$ cat src/rtl/ps2_pkg.sv
// Shared PS/2 set-2 constants and the scan controller state encoding.
package ps2_pkg;

  localparam logic [7:0] PS2_PFX_EXT = 8'hE0;
  localparam logic [7:0] PS2_PFX_BRK = 8'hF0;

  typedef enum logic [1:0] {
    ST_IDLE   = 2'd0,
    ST_POP    = 2'd1,
    ST_DECODE = 2'd2,
    ST_EMIT   = 2'd3
  } scan_state_e;

  function automatic logic is_prefix(input logic [7:0] b);
    return (b == PS2_PFX_EXT) || (b == PS2_PFX_BRK);
  endfunction

endpackage

$ cat src/rtl/ps2_scan_ctrl.sv
// Drains the ps2_keyboard FIFO one byte at a time, folds E0/F0 prefixes into
// key events, tracks the held key and latches FIFO overflow.
module ps2_scan_ctrl
  import ps2_pkg::*;
#(
  parameter int SUPPRESS_REPEAT = 1,
  parameter int CNT_W           = 8
) (
  input  logic             clk,
  input  logic             rst,
  input  logic [7:0]       fifo_data,
  input  logic             fifo_ready,
  input  logic             fifo_overflow,
  output logic             fifo_nextdata_n,
  output logic             evt_valid,
  input  logic             evt_ready,
  output logic [7:0]       evt_code,
  output logic             evt_ext,
  output logic             evt_release,
  output logic             key_down,
  output logic [7:0]       held_code,
  output logic [CNT_W-1:0] press_count,
  output logic             ovf_sticky,
  input  logic             ovf_clr
);

  scan_state_e state;
  logic [7:0]  byte_r;
  logic        ext_flag;
  logic        brk_flag;
  logic        held_ext;

  logic byte_is_ext;
  logic byte_is_brk;
  logic held_match;
  logic repeat_make;

  assign byte_is_ext = (byte_r == PS2_PFX_EXT);
  assign byte_is_brk = (byte_r == PS2_PFX_BRK);
  assign held_match  = (byte_r == held_code) && (ext_flag == held_ext);
  // A repeat only counts as one while the key is actually held.
  assign repeat_make = (SUPPRESS_REPEAT != 0) && key_down && held_match;

  // NOTE: every register here, datapath included, is reset; there is no
  // memory array, so clearing the lot is cheap and keeps X out of the outputs.
  always_ff @(posedge clk) begin
    if (rst) begin
      state           <= ST_IDLE;
      byte_r          <= '0;
      ext_flag        <= 1'b0;
      brk_flag        <= 1'b0;
      held_ext        <= 1'b0;
      fifo_nextdata_n <= 1'b1;
      evt_valid       <= 1'b0;
      evt_code        <= '0;
      evt_ext         <= 1'b0;
      evt_release     <= 1'b0;
      key_down        <= 1'b0;
      held_code       <= '0;
      press_count     <= '0;
    end else begin
      // NOTE: state is updated with non-blocking assignments only, so every
      // decision below sees the values from before this edge.
      unique case (state)
        ST_IDLE: begin
          if (fifo_ready) begin
            byte_r          <= fifo_data;
            fifo_nextdata_n <= 1'b0;
            state           <= ST_POP;
          end
        end

        // The pop strobe is low for this cycle only; DECODE gives the FIFO
        // one more cycle to refresh fifo_ready before IDLE looks again.
        ST_POP: begin
          fifo_nextdata_n <= 1'b1;
          state           <= ST_DECODE;
        end

        ST_DECODE: begin
          state <= ST_IDLE;
          if (byte_is_ext) begin
            ext_flag <= 1'b1;
          end else if (byte_is_brk) begin
            brk_flag <= 1'b1;
          end else begin
            ext_flag <= 1'b0;
            brk_flag <= 1'b0;
            if (brk_flag) begin
              if (held_match) begin
                key_down  <= 1'b0;
                held_code <= '0;
              end
              evt_code    <= byte_r;
              evt_ext     <= ext_flag;
              evt_release <= 1'b1;
              evt_valid   <= 1'b1;
              state       <= ST_EMIT;
            end else if (!repeat_make) begin
              key_down    <= 1'b1;
              held_code   <= byte_r;
              held_ext    <= ext_flag;
              press_count <= press_count + CNT_W'(1);
              evt_code    <= byte_r;
              evt_ext     <= ext_flag;
              evt_release <= 1'b0;
              evt_valid   <= 1'b1;
              state       <= ST_EMIT;
            end
          end
        end

        ST_EMIT: begin
          if (evt_ready) begin
            evt_valid <= 1'b0;
            state     <= ST_IDLE;
          end
        end

        default: state <= ST_IDLE;
      endcase
    end
  end

  // Overflow set takes priority over a coincident clear.
  always_ff @(posedge clk) begin
    if (rst) begin
      ovf_sticky <= 1'b0;
    end else if (fifo_overflow) begin
      ovf_sticky <= 1'b1;
    end else if (ovf_clr) begin
      ovf_sticky <= 1'b0;
    end
  end

endmodule

$ cat config.mk
export PLATFORM = sky130hd
export DESIGN_NAME = ps2_scan_ctrl
export DESIGN_NICKNAME = d
export VERILOG_FILES = /design/src/rtl/ps2_pkg.sv /design/src/rtl/ps2_scan_ctrl.sv
export SDC_FILE = /design/constraint.sdc
export NUM_CORES = 1
export LEC_CHECK = 0
export BUFFER_PORTS_ARGS = -buffer_cell sky130_fd_sc_hd__buf_4
export CORE_ASPECT_RATIO = 1.1
export CORE_UTILIZATION = 50
export DETAILED_ROUTE_END_ITERATION = 8
export GPL_TIMING_DRIVEN = 0
export PLACE_DENSITY = 0.83
export SLEW_MARGIN = 20
export SYNTH_ARGS = -nofsm -noshare
export SYNTH_HDL_FRONTEND = slang
export SYNTH_SLANG_ARGS = --single-unit
$ cat constraint.sdc
create_clock -name clk -period 3.7 [get_ports clk]
set_input_delay 0.37 -clock clk [delete_from_list [all_inputs] [get_ports clk]]
set_output_delay 0.37 -clock clk [all_outputs]
set_load 0.1 [all_outputs]
# Yosys cells after proc, flatten, opt, wreduce, memory -nomap -nowiden
# Cells that the tools add are included.
[totals]
ff_bits = 43
wordCells = 79
[op_classes]
addsub = 1
eq_ne = 15
n_mux = 30
bitwise_logic = 4
reduce_logical = 15
[op_table]
columns = ["operator", "count"]
rows = [
  ["8-bit two-way mux", 4],
  ["1-bit two-way mux", 17],
  ["8-bit == test (second input constant)", 2],
  ["5-bit AND reduction", 3],
  ["2-bit two-way mux", 6],
  ["2-bit inequality test (second input constant)", 6],
  ["2-bit AND reduction", 5],
  ["8-bit by 1-bit adder with 8-bit output (second input constant)", 1],
  ["8-bit == test", 1],
  ["2-bit one-hot mux with 4 select lines", 1],
  ["2-bit nonzero test", 3],
  ["2-bit == test (second input constant)", 2],
  ["1-bit inverter", 4],
  ["1-bit one-hot mux with 2 select lines", 2],
  ["4-bit AND reduction", 1],
  ["3-bit inequality test (second input constant)", 1],
  ["2-bit by 1-bit == test with 1-bit output (second input constant)", 1],
  ["1-bit logical AND", 2],
  ["2-bit logical NOT", 1],
  ["2-bit by 1-bit inequality test with 1-bit output (second input constant)", 1],
  ["1-bit == test", 1],
]

# Longest topological paths before layout
# Gate-level depths: netlist of run 1.
[logic_depth]
word_depth = 8
depth_mapped = 7
depth_no_buf = 5

# Worst setup path before layout of run 1
# No wires, ideal clock.
[synth_path]
kind = "reg2reg"
from = "register held_code[5]"
to = "register press_count[2]"
setup_time_ns = 0.121
t_arrival_ns = 2.341
setup_slack_ns = 1.238
stages_incl_launch_ff = 7
n_path_buf = 1
period_less_slack_ns = 2.462
cell_sequence = "dfxtp_1 xor2_1 nor4_2 and4_1 buf_4 nor3b_2 mux2_4"
[synth_via]
elab_chain_len = 5
[synth_rtl]
columns = ["item", "line", "text"]
rows = [
  ["from (decl)", "ps2_scan_ctrl.sv:21", "output logic [7:0] held_code,"],
  ["from (signal assigned)", "ps2_scan_ctrl.sv:101", "held_code <= byte_r;"],
  ["8-bit == test", "ps2_scan_ctrl.sv:40", "assign held_match = (byte_r == held_code) && (ext_flag == held_ext);"],
  ["1-bit logical AND", "ps2_scan_ctrl.sv:40", ""],
  ["1-bit logical AND", "ps2_scan_ctrl.sv:42", "assign repeat_make = (SUPPRESS_REPEAT != 0) && key_down && held_match;"],
  ["1-bit inverter (no source line)", "n/a", ""],
  ["5-bit AND reduction (no source line)", "n/a", ""],
  ["to (signal assigned)", "ps2_scan_ctrl.sv:103", "press_count <= press_count + CNT_W'(1);"],
  ["to (decl)", "ps2_scan_ctrl.sv:22", "output logic [CNT_W-1:0] press_count,"],
]
# No other way between the ends.
# A chain may end at the register's enable or synchronous reset.

# Worst setup path after layout of run 1
[layout_path]
from = "register byte_r[3]"
to = "register press_count[2]"
[layout_via]
elab_chain_len = 5
elab_cells_between_ends = 9
cone_classes = "eq/ne: 3; bitwise: 3; reduce/logical: 3"
[layout_rtl]
columns = ["item", "line", "text"]
rows = [
  ["from (decl)", "ps2_scan_ctrl.sv:28", "logic [7:0] byte_r;"],
  ["from (signal assigned)", "ps2_scan_ctrl.sv:67", "byte_r <= fifo_data;"],
  ["8-bit == test", "ps2_scan_ctrl.sv:40", ""],
  ["1-bit logical AND", "ps2_scan_ctrl.sv:40", ""],
  ["1-bit logical AND", "ps2_scan_ctrl.sv:42", ""],
  ["1-bit inverter (no source line)", "n/a", ""],
  ["5-bit AND reduction (no source line) (*)", "n/a", ""],
]
# Mark *: on every way between the ends. The rest lies on a longest branch, timed or not.

==> out/metrics.csv, run 1 <==
metric;value;unit
Fill cells;338;
initial core utilization;0.527;
Worst Skew;6.69;ps
final-report hold violation count;0;
antenna violations before repair;0;
CTS resizes;0;
Post-CTS Setup Inserts;0;
worst hold path cell count;3;
r2r startpoint;byte_r[3];
yosys warns;0;
Slew headroom;0.358;
Mapped Avg Cell Area;9.21;sq um
TritonCTS clock tree;done;
num rows;23;
Multi-input gate area;976;sq um
Placement Cell Area;2310;sq um
remaining global-route overflow;0;
Final HPWL DP;3060;um
synthesized flop and latch total;43;
Nets;274;
slowest CP cell;dfxtp_1;
PD cells;481;nW/um^2
peak supply drop;0.318;mV
number of synthesized flops with an enable pin;0;
total wire length;4430;um
area delta synth->final;27.1;%
Cells after Synth;209;
share of layout cells above drive strength 1;0.242;
Min-Delay Path Class;input pin to flip-flop;
max-slew violation count;0;
post-layout min period;2070;ps
RSZ-0062 raised after global routing;false;
CP cell instances;xor2_1 > nor3_1 > and4_1 > buf_4 > nor3b_2 > mux2_4;
final critical-path share of the clock period;0.561;
area share of the largest cell type after synthesis;0.447;
syn_nets;224;
DRC viols;0;
DIE WIDTH;61.2;um
Top FF cell, synth;dfxtp_1;
clock root buffer;clkbuf_8;
largest cells by area after synthesis;dfxtp_1 (45%), a21oi_1 (5.7%), mux2i_1 (5.2%);
Die Ht;67.1;um
# H-tree levels;2;
largest net degree at the start of global routing;15;
sequential share of the synthesized area;0.447;
gpl congestion;0.839;
n_diodes;0;
CP max stage delay;480;ps
Critical Path Sink Type;flip-flop;
internal reg-to-reg setup slack;1630;ps
CTS max path bufs;2;
Peak Freq;482;MHz
critical path's top delay family;simple AND/OR/NAND/NOR gates;
synth unique cells;36;
synthesized area;1930;sq um
Buf/Inv on CP;1;
final setup fails;0;
core area;3650;sq um
worst r2r path cells;6;
hold endpoint;ovf_sticky;
number of hold-repair buffers added at the cts stage;0;
Via Count;1721;
Reg clk slew, reported paths;80;ps
wire per inst;14.3;um
later-pin clock latency in the skew report;300;ps
leading area contributor after synthesis;dfxtp_1;
worst-margin pin slew;959;ps
Reg area;861;sq um
All-Layer GR Usage;0.229;
number of global-route vias before repair;1493;
drt first-iter violations;110;
Critical Path Fanout Max;10;
I/O Buffers;43;
CP Class;flip-flop to flip-flop;
first-pass GRT wire length;6810;um
full die area;4100;sq um
ANT nets after route;0;
Post-synth ARST share;0;
max_cap viols;0;
Vias per Instance;5.55;
I/O Pins;44;
Critical Path AT;2270;ps
outcome;finished clean;
Worst Hold Launch;fifo_overflow;
# clock sinks;43;
LEAKAGE;0.978;nW
WP data required;3890;ps
first-pass iteration count of the detailed router;4;
r2r endpoint;press_count[2];
hold slack;272;ps
total negative slack;0;ps
CP Launch Type;flip-flop;
TritonCTS buffer count;5;
Final Instance Area;2450;sq um
[metal layers]
layer,track usage,share of wire
met1,0.282,0.43
met2,0.380,0.50
met3,0.0641,0.051
met4,0.0653,0.013
met5,0,0
[stage by stage]
step	worst slack, ps	total power [mW]	utilization	instances
floorplan	1240	0.697	-	209
global placement	1720	0.750	0.632	302
detailed placement	1690	0.755	0.632	302
CTS	1670	1.18	0.670	310
global route	1500	1.22	0.670	310
finish	1630	1.18	0.670	310
[cells in the mapped netlist (2+ instances only)]
cell and count:
a21oi_1 22, a31oi_1 2, and4_1 2, clkbuf_1 9, dfxtp_1 43, inv_1 6
mux2i_1 10, nand2_1 8, nand2b_1 12, nand3_1 12, nand4_1 3, nor2_1 18
nor2b_1 3, nor3_1 3, nor3_2 2, o21ai_0 12, o2bb2ai_1 8, o31ai_1 4
or3_1 2, or4_1 4, xor2_1 9
[worst min-delay path: stages]
cell and delay [ps]:
buf_4 80, a21oi_1 30, nor2_1 60
[registers in the layout, indices dropped and copies added, names as in the netlist]
| register | count |
|---|---|
| press_count | 8 |
| byte_r | 8 |
| state | 2 |
| held_ext | 1 |
| key_down | 1 |
| brk_flag | 1 |
| evt_valid | 1 |
| evt_ext | 1 |
| evt_code | 8 |
| ext_flag | 1 |
| evt_release | 1 |
| held_code | 8 |
| ovf_sticky | 1 |
| fifo_nextdata_n | 1 |
[area by class of cell]
type / count / area share
Multi-Input combinational cell: 148 / 0.399
Clock buffer: 5 / 0.0281
Sequential cell: 43 / 0.352
Buffer: 12 / 0.0271
Inverter: 6 / 0.00920
Tap cell: 50 / 0.0256
Clock inverter: 3 / 0.0276
Timing Repair Buffer: 43 / 0.132
[cells in the final DEF, fill, tap and decap left out]
cell and count:
buf_4 44, dfxtp_1 43, a21oi_1 22, nor2_1 18
nand3_1 12, o21ai_0 12, nand2b_1 12, mux2i_1 10
clkbuf_1 9, xor2_1 9, nand2_1 8, o2bb2ai_1 8
inv_1 6, clkbuf_8 5, o31ai_1 4, or4_1 4
nor2b_1 3, nor3_1 3, nand4_1 3, or3_1 2
and4_1 2, a31oi_1 2, nor3_2 2, bufinv_16 2
or4b_4 1, o31a_4 1, nor4_2 1, buf_2 1
nand2_8 1, buf_12 1, a41oi_1 1, a221o_1 1
a311oi_1 1, nor4_1 1, mux2_2 1, nor3b_2 1
mux2_4 1, ha_1 1, clkinvlp_4 1
[cell families after synthesis]
kind of cell             Yosys count  share of synthesized area
AO/OA/AOI/OAI                     52                      0.170
buffers and inverters             18                     0.0461
flip-flops                        43                      0.447
adder cells (fa/ha/maj)            1                    0.00650
XOR/XNOR                           9                     0.0409
multiplexers                      12                     0.0656
AND/OR/NAND/NOR                   74                      0.224
[worst max-delay path by stage]
stage | start | endpoint | slack [ps] | cells past startpoint
after floorplan | held_code[5] | press_count[2] | 1240 | 6
after global placement | byte_r[6] | press_count[2] | 1720 | 6
after detailed placement | byte_r[6] | press_count[2] | 1690 | 6
after CTS | byte_r[3] | press_count[2] | 1670 | 6
after global routing | byte_r[3] | held_code[2] | 1500 | 6
final | byte_r[3] | press_count[2] | 1630 | 6
[where the power goes]
group | internal, mW | switching [mW]
registers | 0.485 | 0.0261
logic | 0.0737 | 0.162
clock network | 0.269 | 0.162
total | 0.827 | 0.350
Power figures use the tool's default switching activity.
==> run 2: changes to the inputs <==
clock period = 2.05 ns   (was 3.7 ns; I/O delays follow)
==> out/metrics.csv, run 2 (synthesis gave the netlist of run 1 again) <==
metric;value;unit;change
max-slew violation count;0;;unchanged
Final Core Density;0.682;;+0.0120
number of hold-repair buffers added at the cts stage;0;;unchanged
Fill cells;295;;-13%
post-place setup slack;17.9;ps;-1680 ps
Slew headroom;0.401;;+0.0426
Peak Freq;503;MHz;+4.4%
n_diodes;0;;unchanged
outcome;finished clean;;
final setup fails;0;;unchanged
r2r startpoint;byte_r[0];;
core area;3650;sq um;unchanged
max_cap viols;0;;unchanged
Worst Skew;4.82;ps;-1.87 ps
TritonCTS clock tree;done;;
internal reg-to-reg setup slack;60;ps;-1560 ps
Non-Filler Instances;310;;unchanged
CP max stage delay;550;ps;+70 ps
first-pass GRT wire length;6850;um;+0.60%
placed insts;302;;unchanged
Vias per Instance;5.60;;+0.87%
Reg clk slew, reported paths;90;ps;about the same
ANT nets after route;0;;unchanged
final critical-path share of the clock period;0.969;;+0.409
most frequent cells in the layout;buf_4 (45), dfxtp_1 (29), a21oi_1 (22);;
first-pass iteration count of the detailed router;4;;unchanged
largest net degree at the start of global routing;15;;unchanged
WP data required;2240;ps;-1650 ps
gpl congestion;0.930;;+11%
Critical Path AT;2180;ps;-90 ps
I/O Pins;44;;unchanged
share of layout cells above drive strength 1;0.308;;+0.0654
num rows;23;;unchanged
Die Ht;67.1;um;unchanged
I/O Buffers;43;;unchanged
Nets;274;;unchanged
most common cell after layout, fill and taps aside;buf_4;;
drt first-iter violations;72;;-35%
worst hold path cell count;3;;unchanged
Via Count;1736;;+0.87%
CP Class;flip-flop to flip-flop;;
r2r endpoint;press_count[2];;
cell count along the critical path;6;;unchanged
initial core utilization;0.527;;unchanged
critical path's top delay family;simple AND/OR/NAND/NOR gates;;
peak supply drop;0.566;mV;+78%
CTS max path bufs;2;;unchanged
Critical Path Fanout Max;10;;unchanged
TritonCTS buffer count;5;;unchanged
hold endpoint;ovf_sticky;;
antenna violations before repair;0;;unchanged
full die area;4100;sq um;unchanged
post-layout min period;1990;ps;-87.3 ps
DIE WIDTH;61.2;um;unchanged
final-report hold violation count;0;;unchanged
area delta synth->final;29.4;%;
slowest CP cell;or4b_4;;
remaining global-route overflow;0;;unchanged
All-Layer GR Usage;0.229;;+0.000458
LEAKAGE;1.00;nW;+2.2%
# H-tree levels;2;;unchanged
worst r2r path cells;6;;unchanged
CP cell instances;or4b_4 > o31a_4 > nand2_8 > buf_12 > nor3b_2 > mux2_4;;
Buf/Inv on CP;1;;unchanged
Min-Delay Path Class;input pin to flip-flop;;
Worst Hold Launch;fifo_overflow;;
wire per inst;14.0;um;-2.1%
number of global-route vias before repair;1529;;+2.4%
DRC viols;0;;unchanged
clock root buffer;clkbuf_8;;
overall power;2.16;mW;+83%
CP Launch Type;flip-flop;;
Critical Path Sink Type;flip-flop;;
total wire length;4330;um;-2.1%
worst-margin pin slew;895;ps;-63.7 ps
# clock sinks;43;;unchanged
later-pin clock latency in the skew report;300;ps;about the same
PD cells;866;nW/um^2;+80%
final setup slack of the worst path;62.7;ps;-1560 ps
Final HPWL DP;3080;um;+0.56%
run 2: worst register-to-register path, stage by stage, from the launching register on:
cell and delay [ps]:
dfxtp_2 370, or4b_4 550, o31a_4 390, nand2_8 100
buf_12 130, nor3b_2 50, mux2_4 290
run 2: repair_timing:
item,CTS,global route
setup buffers,0,1
resized for setup,0,10
endpoints found under the hold margin,0,0
endpoints found under the setup margin,0,22
run 2: where the power goes:
group | switching (mW) | leakage [nW] | internal, mW
sequential | 0.0483 | 0.357 | 0.875
clock | 0.310 | 0.0687 | 0.487
combinational | 0.293 | 0.574 | 0.144
run 2: layout make-up:
class                   instances  area, sq um  area share
plain buffers                  11         68.8      0.0276
clock buffers                   5         68.8      0.0276
clock inverters                 3         66.3      0.0266
inverters                       6         22.5     0.00904
multi-input cells             148          988       0.397
flip-flops and latches         43          883       0.355
well taps                      50         62.6      0.0251
repair buffers                 44          330       0.133
run 2: metal layers:
layer | global-route usage | share of wire | vias to the layer above
li1 | - | - | 860
met1 | 0.276 | 0.45 | 814
met2 | 0.387 | 0.48 | 52
met3 | 0.0466 | 0.046 | 10
met4 | 0.0966 | 0.022 | 0
met5 | 0 | 0 | -
run 2: worst max path at each step:
stage,startpoint,to,slack (ps)
CTS,byte_r[6],press_count[2],2
finish,byte_r[0],press_count[2],60
global placement,byte_r[0],press_count[2],10
detailed placement,byte_r[6],press_count[2],20
floorplan,held_code[1],press_count[2],-7
global route,byte_r[0],evt_ext,-3
run 2: through the flow:
stage	hold slack, ps	instance area (sq um)	setup TNS [ps]
CTS	111	2460	0
global placement	413	2330	0
floorplan	322	1940	-6.61
detailed placement	416	2330	0
global route	113	2490	-3.19
finish	107	2490	0
==> run 3: changes to the inputs <==
--- a/config.mk
+++ b/config.mk
@@ -9,4 +9,5 @@
 export CORE_ASPECT_RATIO = 1.1
 export CORE_UTILIZATION = 50
+export CTS_BUF_LIST = sky130_fd_sc_hd__clkbuf_2
 export DETAILED_ROUTE_END_ITERATION = 8
 export GPL_TIMING_DRIVEN = 0
==> constraint.sdc (replaced) <==
create_clock -name clk -period 2.05 [get_ports clk]
set_input_delay 0.205 -clock clk [delete_from_list [all_inputs] [get_ports clk]]
set_output_delay 0.205 -clock clk [all_outputs]
set_load 0.05 [all_outputs]
==> out/metrics.csv, run 3 (synthesis gave the netlist of run 1 again) <==
metric;value;unit;change
outcome;finished clean;;
# clock sinks;43;;unchanged
DIE WIDTH;61.2;um;unchanged
CP cell instances;or4b_4 > o31a_4 > nand2_8 > buf_12 > nor3b_2 > mux2_4;;
CP Class;flip-flop to flip-flop;;
total wire length;4280;um;-1.3%
clock root buffer;clkbuf_2;;
most frequent cells in the layout;buf_4 (45), dfxtp_1 (36), a21oi_1 (22);;
All-Layer GR Usage;0.232;;+0.00280
WP data required;2390;ps;+150 ps
Critical Path Fanout Max;10;;unchanged
n_diodes;0;;unchanged
RSZ-0062 raised after global routing;false;;
Non-Filler Instances;315;;+1.6%
Nets;279;;+1.8%
most common cell after layout, fill and taps aside;buf_4;;
r2r startpoint;byte_r[0];;
CP Launch Type;flip-flop;;
drt first-iter violations;107;;+49%
I/O Pins;44;;unchanged
first-pass iteration count of the detailed router;5;;+1
Die Ht;67.1;um;unchanged
CP Launch Point;byte_r[0];;
later-pin clock latency in the skew report;420;ps;+120 ps
PD cells;723;nW/um^2;-16%
largest net degree at the start of global routing;15;;unchanged
final-report hold violation count;0;;unchanged
peak supply drop;0.524;mV;-7.5%
Placement Cell Area;2310;sq um;-0.70%
placed insts;302;;unchanged
# H-tree levels;2;;unchanged
remaining global-route overflow;0;;unchanged
TritonCTS buffer count;5;;unchanged
Reg clk slew, reported paths;220;ps;+130 ps
Critical Path Sink Type;flip-flop;;
number of global-route vias before repair;1527;;-0.13%
slowest CP cell;or4b_4;;
LEAKAGE;0.990;nW;-1.0%
final setup fails;0;;unchanged
core area;3650;sq um;unchanged
max_cap viols;0;;unchanged
first-pass GRT wire length;6910;um;+0.80%
Slew headroom;0.333;;-0.0682
full die area;4100;sq um;unchanged
share of layout cells above drive strength 1;0.279;;-0.0284
antenna violations before repair;0;;unchanged
max-slew violation count;0;;unchanged
TritonCTS clock tree;done;;
gpl congestion;0.835;;-10%
DRC viols;0;;unchanged
CP max stage delay;550;ps;about the same
num rows;23;;unchanged
Worst Skew;8.51;ps;+3.69 ps
Final Core Density;0.677;;-0.00479
final critical-path share of the clock period;0.977;;+0.00738
worst-margin pin slew;997;ps;+102 ps
Peak Freq;499;MHz;-0.76%
ANT nets after route;0;;unchanged
initial core utilization;0.527;;unchanged
Vias per Instance;5.39;;-3.7%
CTS max path bufs;2;;unchanged
Final Instance Area;2470;sq um;-0.70%
Min-Delay Path Class;input pin to flip-flop;;
Critical Path AT;2340;ps;+160 ps
wire per inst;13.6;um;-2.8%
post-layout min period;2000;ps;+15.1 ps
Final HPWL DP;3000;um;-2.8%
Worst Hold Launch;fifo_data[4];;
I/O Buffers;43;;unchanged
Via Count;1698;;-2.2%
critical path's top delay family;simple AND/OR/NAND/NOR gates;;
area delta synth->final;28.5;%;
Buf/Inv on CP;1;;unchanged
==> run 3: cell types whose count changed in the layout (fill, tap and decap cells not counted), sizes merged <==
cell / change
bufinv: -1
inv: -1
clkinv: +2
dlygate4sd3: +6
buf: -1
==> run 3: layer usage <==
| metal | wire, um | global-route usage |
|---|---|---|
| met1 | 1930 | 0.291 |
| met2 | 2090 | 0.380 |
| met3 | 181 | 0.0524 |
| met4 | 78 | 0.0852 |
| met5 | 0 | 0 |
==> run 3: metrics by stage <==
step	hold slack [ps]	setup WS [ps]	setup TNS, ps	total power [mW]
after floorplan	322	4.88	0	1.19
after global placement	411	42.9	0	1.28
after detailed placement	428	-3.55	-3.55	1.29
after CTS	1.61	25.5	0	1.78
after global routing	8.33	1.28	0	1.87
final	12.7	47.6	0	1.79
==> run 3: final timing paths <==
path,slack (ps),to,depth (start not counted)
max,50,press_count[2],6
min,10,byte_r[4],3
max reg2reg,50,press_count[2],6
min reg2reg,500,evt_code[2],2
==> run 3: repair_timing <==
action	4_1_cts	5_1_grt
resized for setup	1	14
pin swaps	0	1
setup buffers	0	0
hold endpoints to repair	5	1
endpoints found under the setup margin	9	20
hold buffers	5	1
==> run 3: layout make-up <==
| class | count | area (sq um) |
|---|---|---|
| fill | 300 | 1180 |
| multi-input combinational | 148 | 1000 |
| sequential | 43 | 872 |
| timing repair buffer | 49 | 383 |
| buffer | 11 | 65.1 |
| tap | 50 | 62.6 |
| clock inverter | 3 | 43.8 |
| clock buffer | 5 | 25.0 |
| inverter | 6 | 22.5 |
==> run 3: worst reg2reg max path, cell delays in order, from the launching register on <==
cell and delay [ps]:
dfxtp_4 410, or4b_4 550, o31a_4 400, nand2_8 100
buf_12 130, nor3b_2 50, mux2_4 290
==> run 3: power breakdown <==
group          switching [mW]  internal, mW  total (mW)
logic                   0.227         0.146       0.373
registers              0.0456         0.879       0.925
clock network           0.284         0.207       0.490
